===== src/rtl/operand_fetch_pkg.sv =====
// Shared constants and types for the operand fetch block: word and select widths,
// the register select encoding and the fetch sequencer states.
package operand_fetch_pkg;

    localparam int WORD_SIZE = 19;
    localparam int SEL_W     = 2;

    typedef logic [WORD_SIZE-1:0] word_t;

    typedef enum logic [SEL_W-1:0] {
        REG_A    = 2'd0,
        REG_B    = 2'd1,
        REG_C    = 2'd2,
        REG_NONE = 2'd3
    } reg_sel_t;

    typedef enum logic [2:0] {
        ST_IDLE = 3'd0,
        ST_RD1  = 3'd1,
        ST_RD2  = 3'd2,
        ST_CAP2 = 3'd3,
        ST_HOLD = 3'd4
    } fetch_state_t;

endpackage


===== src/rtl/operand_fetch_capture.sv =====
// One operand register with its write-forward latch; OPFETCH_BYPASS_EN enables forwarding
// of a same-cycle bank write, otherwise the bank read data is captured as-is.
module operand_capture
    import operand_fetch_pkg::*;
(
    input  logic             clk_sys,
    input  logic             rst,
    input  logic             issue,
    input  logic [SEL_W-1:0] sel,
    input  logic             capture,
    input  logic             zero,
    input  word_t            rd_data,
    input  logic             wr_en,
    input  logic [SEL_W-1:0] wr_sel,
    input  word_t            wr_data,
    output word_t            op
);

    word_t cap_data;

`ifdef OPFETCH_BYPASS_EN
    logic  fwd_valid;
    word_t fwd_data;
    logic  match;

    // The bank returns the pre-write value, so a write landing with the read must be forwarded.
    assign match = issue && wr_en && (wr_sel == sel) && (sel != REG_NONE);

    always_ff @(posedge clk_sys) begin
        if (rst) begin
            fwd_valid <= 1'b0;
            fwd_data  <= '0;
        end else if (issue) begin
            fwd_valid <= match;
            if (match) fwd_data <= wr_data;
        end else if (capture) begin
            fwd_valid <= 1'b0;
        end
    end

    assign cap_data = fwd_valid ? fwd_data : rd_data;
`else
    logic unused_wr;
    assign unused_wr = ^{issue, sel, wr_en, wr_sel, wr_data};
    assign cap_data  = rd_data;
`endif

    always_ff @(posedge clk_sys) begin
        if (rst) begin
            op <= '0;
        end else if (capture) begin
            op <= zero ? '0 : cap_data;
        end
    end

endmodule


===== src/rtl/operand_fetch.sv =====
// Read-side sequencer for the A-C register bank: fetches one or two operands through a single
// read port and presents them with a valid/ready handshake. Optional: OPFETCH_BYPASS_EN.
//
// state   | meaning
// IDLE    | ready for a decode request
// RD1     | read strobe for src1
// RD2     | capture op1, read strobe for src2 when two operands
// CAP2    | capture op2
// HOLD    | operands valid, waiting for the execute stage
module operand_fetch
    import operand_fetch_pkg::*;
(
    input  logic                 clk_sys,
    input  logic                 rst,
    input  logic                 req_valid,
    output logic                 req_ready,
    input  logic [SEL_W-1:0]     src1_sel,
    input  logic [SEL_W-1:0]     src2_sel,
    input  logic                 two_ops,
    output logic                 rd_en,
    output logic [SEL_W-1:0]     rd_sel,
    input  logic [WORD_SIZE-1:0] rd_data,
    input  logic                 wr_en,
    input  logic [SEL_W-1:0]     wr_sel,
    input  logic [WORD_SIZE-1:0] wr_data,
    output logic [WORD_SIZE-1:0] op1,
    output logic [WORD_SIZE-1:0] op2,
    output logic                 out_valid,
    input  logic                 out_ready,
    output logic                 out_err
);

    fetch_state_t state, state_nxt;
    reg_sel_t     src1_q, src2_q;
    logic         two_q;
    logic         err_q;

    always_ff @(posedge clk_sys) begin
        if (rst) state <= ST_IDLE;
        else     state <= state_nxt;
    end

    always_comb begin
        state_nxt = state;
        case (state)
            ST_IDLE: if (req_valid) state_nxt = ST_RD1;
            ST_RD1:  state_nxt = ST_RD2;
            ST_RD2:  state_nxt = two_q ? ST_CAP2 : ST_HOLD;
            ST_CAP2: state_nxt = ST_HOLD;
            ST_HOLD: if (out_ready) state_nxt = ST_IDLE;
            default: state_nxt = ST_IDLE;
        endcase
    end

    always_comb begin
        req_ready = 1'b0;
        rd_en     = 1'b0;
        rd_sel    = '0;
        out_valid = 1'b0;
        out_err   = 1'b0;
        case (state)
            ST_IDLE: req_ready = 1'b1;
            ST_RD1: begin
                if (src1_q != REG_NONE) begin
                    rd_en  = 1'b1;
                    rd_sel = src1_q;
                end
            end
            ST_RD2: begin
                if (two_q && (src2_q != REG_NONE)) begin
                    rd_en  = 1'b1;
                    rd_sel = src2_q;
                end
            end
            ST_HOLD: begin
                out_valid = 1'b1;
                out_err   = err_q;
            end
            default: ;
        endcase
    end

    always_ff @(posedge clk_sys) begin
        if (rst) begin
            src1_q <= REG_A;
            src2_q <= REG_A;
            two_q  <= 1'b0;
            err_q  <= 1'b0;
        end else begin
            case (state)
                ST_IDLE: begin
                    if (req_valid) begin
                        src1_q <= reg_sel_t'(src1_sel);
                        src2_q <= reg_sel_t'(src2_sel);
                        two_q  <= two_ops;
                        err_q  <= 1'b0;
                    end
                end
                ST_RD1:  if (src1_q == REG_NONE) err_q <= 1'b1;
                ST_RD2:  if (two_q && (src2_q == REG_NONE)) err_q <= 1'b1;
                ST_HOLD: if (out_ready) err_q <= 1'b0;
                default: ;
            endcase
        end
    end

    logic issue1, issue2, cap1, cap2, zero1, zero2;

    assign issue1 = rd_en && (state == ST_RD1);
    assign issue2 = rd_en && (state == ST_RD2);
    assign cap1   = (state == ST_RD2);
    assign cap2   = ((state == ST_RD2) && !two_q) || (state == ST_CAP2);
    assign zero1  = (src1_q == REG_NONE);
    // Single-operand requests load op2 with zero regardless of the latched src2.
    assign zero2  = !two_q || (src2_q == REG_NONE);

    operand_capture u_cap1 (
        .clk_sys (clk_sys),
        .rst     (rst),
        .issue   (issue1),
        .sel     (src1_q),
        .capture (cap1),
        .zero    (zero1),
        .rd_data (rd_data),
        .wr_en   (wr_en),
        .wr_sel  (wr_sel),
        .wr_data (wr_data),
        .op      (op1)
    );

    operand_capture u_cap2 (
        .clk_sys (clk_sys),
        .rst     (rst),
        .issue   (issue2),
        .sel     (src2_q),
        .capture (cap2),
        .zero    (zero2),
        .rd_data (rd_data),
        .wr_en   (wr_en),
        .wr_sel  (wr_sel),
        .wr_data (wr_data),
        .op      (op2)
    );

endmodule


===== config.mk =====
export PLATFORM = sky130hd
export DESIGN_NAME = operand_fetch
export DESIGN_NICKNAME = d
export VERILOG_FILES = /design/src/rtl/operand_fetch_pkg.sv /design/src/rtl/operand_fetch_capture.sv /design/src/rtl/operand_fetch.sv
export SDC_FILE = /design/constraint.sdc
export NUM_CORES = 1
export LEC_CHECK = 0
export BUFFER_PORTS_ARGS = -buffer_cell sky130_fd_sc_hd__buf_2
export CORE_MARGIN = 3
export CORE_UTILIZATION = 44
export CTS_CLUSTER_DIAMETER = 30
export DETAILED_ROUTE_END_ITERATION = 8
export PLACE_DENSITY = 0.76
export SETUP_SLACK_MARGIN = 0.02
export SYNTH_ARGS = -nofsm -noshare
export SYNTH_HDL_FRONTEND = slang
export SYNTH_SLANG_ARGS = --single-unit

===== constraint.sdc =====
create_clock -name clk_sys -period 1.9 [get_ports clk_sys]
set_input_delay 0.38 -clock clk_sys [delete_from_list [all_inputs] [get_ports clk_sys]]
set_output_delay 0.38 -clock clk_sys [all_outputs]
set_load 0.03 [all_outputs]

==> impl_metrics.yaml <==
run_status:
  status: "complete, no violations"
clocking:
  h-tree-depth: 2
  post_cts_buffers: 0
  cts_tree: "yes"
  clock_sinks: 47
  clkTransAtPathRegs_ns: 0.08
  cts_buffer_depth: 2
  cts_buffers: 5
  clock_latency_ns: 0.29
  cts-root-buf: "clkbuf_8"
timing:
  maxSlewViolCount: 0
  setup_tns_ns: 0
  finClkSkew_ns: 0.00403
  fin_crit_sh_pct: 94.9
  clock.fmax_mhz: 555
  setup_viol: 0
  grt_setup_unrepaired: "true"
  slew-limit-headroom_pct: 58.1
  finalHoldViolations: 0
  hold_ws_ns: 0.314
  fin_crit_ns: 1.80
  worstMarginPinSlew_ns: 0.629
worst_setup_path:
  cp_cell_sequence: "buf_4 > nor3_4 > a32o_1 > buf_2"
  critPathRequiredTime_ns: 1.52
  crit_buf_inv: 2
  cp.arrival_ns: 1.42
  r2r_slack_ns: 0.27
  cp-start-kind: "flip-flop"
  crit_family: "buffers and inverters"
  r2r_end: "u_cap1.op[14]"
  path_max_fanout: 13
  cp.depth: 4
  worst_path_max_delay_cell: "dfxtp_1"
  critical_path_class: "flip-flop to primary output"
  worstRegToRegCells: 4
  critPathCaptureType: "primary output"
  critPathMaxStageDelay_ns: 0.33
  r2r-start: "state[1]"
placed_design:
  io_buffers: 71
  hpwlAfterDp_mm: 3.04
  routabilityCongestion: 0.747
  dpl_cell_area_mm2: 0.00223
floorplan:
  initial_core_util_pct: 47.5
  std_cell_rows: 22
  io_pins: 94
  dieArea_mm2: 0.00494
  core_mm2: 0.00383
  fp.dieH_um: 70.3
  die_x_um: 70.3
detailed_routing:
  drt-wirelength-per-cell_um: 14.2
  detail-route-antenna-nets: 0
  drc: 0
  routed_wl_mm: 4.36
  vias: 1614
  drt-initial-drc-count: 59
  viasPerCell: 5.24
  firstDrtPassIters: 4
synthesis:
  yosysWarnings: 0
  ys_seq_area_share_pct: 51.8
  synthAdderAreaFrac_pct: 0
  synth_top_family_by_area: "compound AO/OA/AOI/OAI gates"
  synth_nets: 236
  syn_inst: 186
  synth-xor-area-share_pct: 0
  ys_seq_elements: 47
  syn_avg_cell_area_um2: 9.77
  synth-compound-area-share_pct: 21.3
  yosys.cell_types.count: 32
  post_synth_instance_area_mm2: 0.00182
  synth_simple_gate_area_share_pct: 18.2
  synth.mux.area_fraction_pct: 3.93
pwr:
  powerDensity_mw_per_mm2: 872
  vdd.ir_drop.worst_mv: 0.479
  leakagePower_nw: 1.10
  fin_total_pwr_mw: 2.05
global_route:
  grt.overflow.total: 0
  grt_pass1_wl_mm: 7.20
  track_usage_pct: 18.0
  grt_max_degree: 27
  grt_pass1_vias: 1535
  antenna_found_initial: 0
hold_path:
  worstHoldStart: "rd_data[5]"
  hold_end: "u_cap2.op[5]"
  min_path_type: "primary input to flip-flop"
  holdPathStages: 2
cells_and_area:
  final_area_mm2: 0.00235
  n_antenna_cell: 0
  layout_commonest_cell: "buf_2"
  layout_common_cells: "buf_2, dfxtp_1, a21oi_1"
  layout.nets: 309
  nFillCells: 337
  drive_gt1_share_pct: 37.7
  area_delta_synth_final_pct: 29.3
flow_run:
  cap_violations: 0
stage by stage:
stage	util, %	worst slack (ns)	instances
floorplan	-	0.257	186
global placement	58.3	0.300	300
detailed placement	58.3	0.272	300
CTS	61.1	0.0562	308
global route	61.4	0.00664	308
finish	61.4	0.0976	308
sequential cells by signal, summed over array words and instances, names as in the netlist:
register,count
u_cap1.op,19
u_cap2.op,19
state,3
src1_q,2
src2_q,2
err_q,1
two_q,1
cell families after synthesis:
family	after synthesis
mux	7
buf+inv	19
flops	47
simple gates	62
compound gates	51
cell type report:
class                   instances  area (µm²)  share of cell area (%)
multi-input cells             120         807                    34.3
repair buffers                 80         425                    18.1
flip-flops and latches         47         943                    40.1
clock inverters                 1        8.76                   0.373
inverters                       5        18.8                   0.799
clock buffers                   7        86.3                    3.67
well taps                      48        60.1                    2.56
report_power, final:
group,internal (mW),switching (mW)
sequential,1.03,0.0371
clock,0.298,0.317
combinational,0.137,0.231
total,1.46,0.585
worst max path at each step:
stage	startpoint	endpoint	slack [ns]
floorplan	state[2]	req_ready	0.26
global placement	state[2]	rd_sel[0]	0.30
detailed placement	state[2]	rd_sel[0]	0.27
CTS	state[2]	rd_sel[0]	0.06
global route	state[2]	rd_sel[0]	0.007
finish	state[2]	rd_sel[0]	0.1
Yosys cell counts:
master | instances | area share, %
and2b_1 | 1 | 0.41
nor2b_1 | 1 | 0.34
nor3_1 | 4 | 1.1
a2111oi_4 | 1 | 1.5
o211a_1 | 1 | 0.55
a211oi_1 | 2 | 0.83
nor4b_4 | 1 | 1.3
or3b_1 | 1 | 0.48
a22o_1 | 19 | 9.2
nand2b_1 | 1 | 0.34
buf_1 | 1 | 0.21
nand3b_4 | 1 | 1.1
buf_2 | 7 | 1.9
o21ai_0 | 2 | 0.55
a21oi_4 | 1 | 0.90
inv_1 | 5 | 1.0
nor2_1 | 8 | 1.7
and3_1 | 1 | 0.34
a32oi_1 | 1 | 0.48
buf_6 | 1 | 0.62
dfxtp_1 | 47 | 52
nor3b_2 | 1 | 0.69
and2_1 | 1 | 0.34
clkbuf_1 | 5 | 1.0
nand2_1 | 20 | 4.1
a21o_1 | 1 | 0.41
nand3_1 | 20 | 5.5
mux2i_1 | 6 | 3.3
nor3b_1 | 1 | 0.41
a21oi_1 | 21 | 5.8
a32o_1 | 2 | 1.1
mux2_2 | 1 | 0.62
layer usage:
layer | routed length [µm] | GRT usage, %
met5 | 0 | 0
met3 | 338 | 5.32
met4 | 59 | 5.74
met2 | 1950 | 29.6
met1 | 2020 | 22.4
timing repair:
action	CTS	global route
endpoints found under the hold margin	0	0
resized for setup	2	5
hold buffers	0	0
setup endpoints to repair	3	4
(Power assumes the default switching activity.)
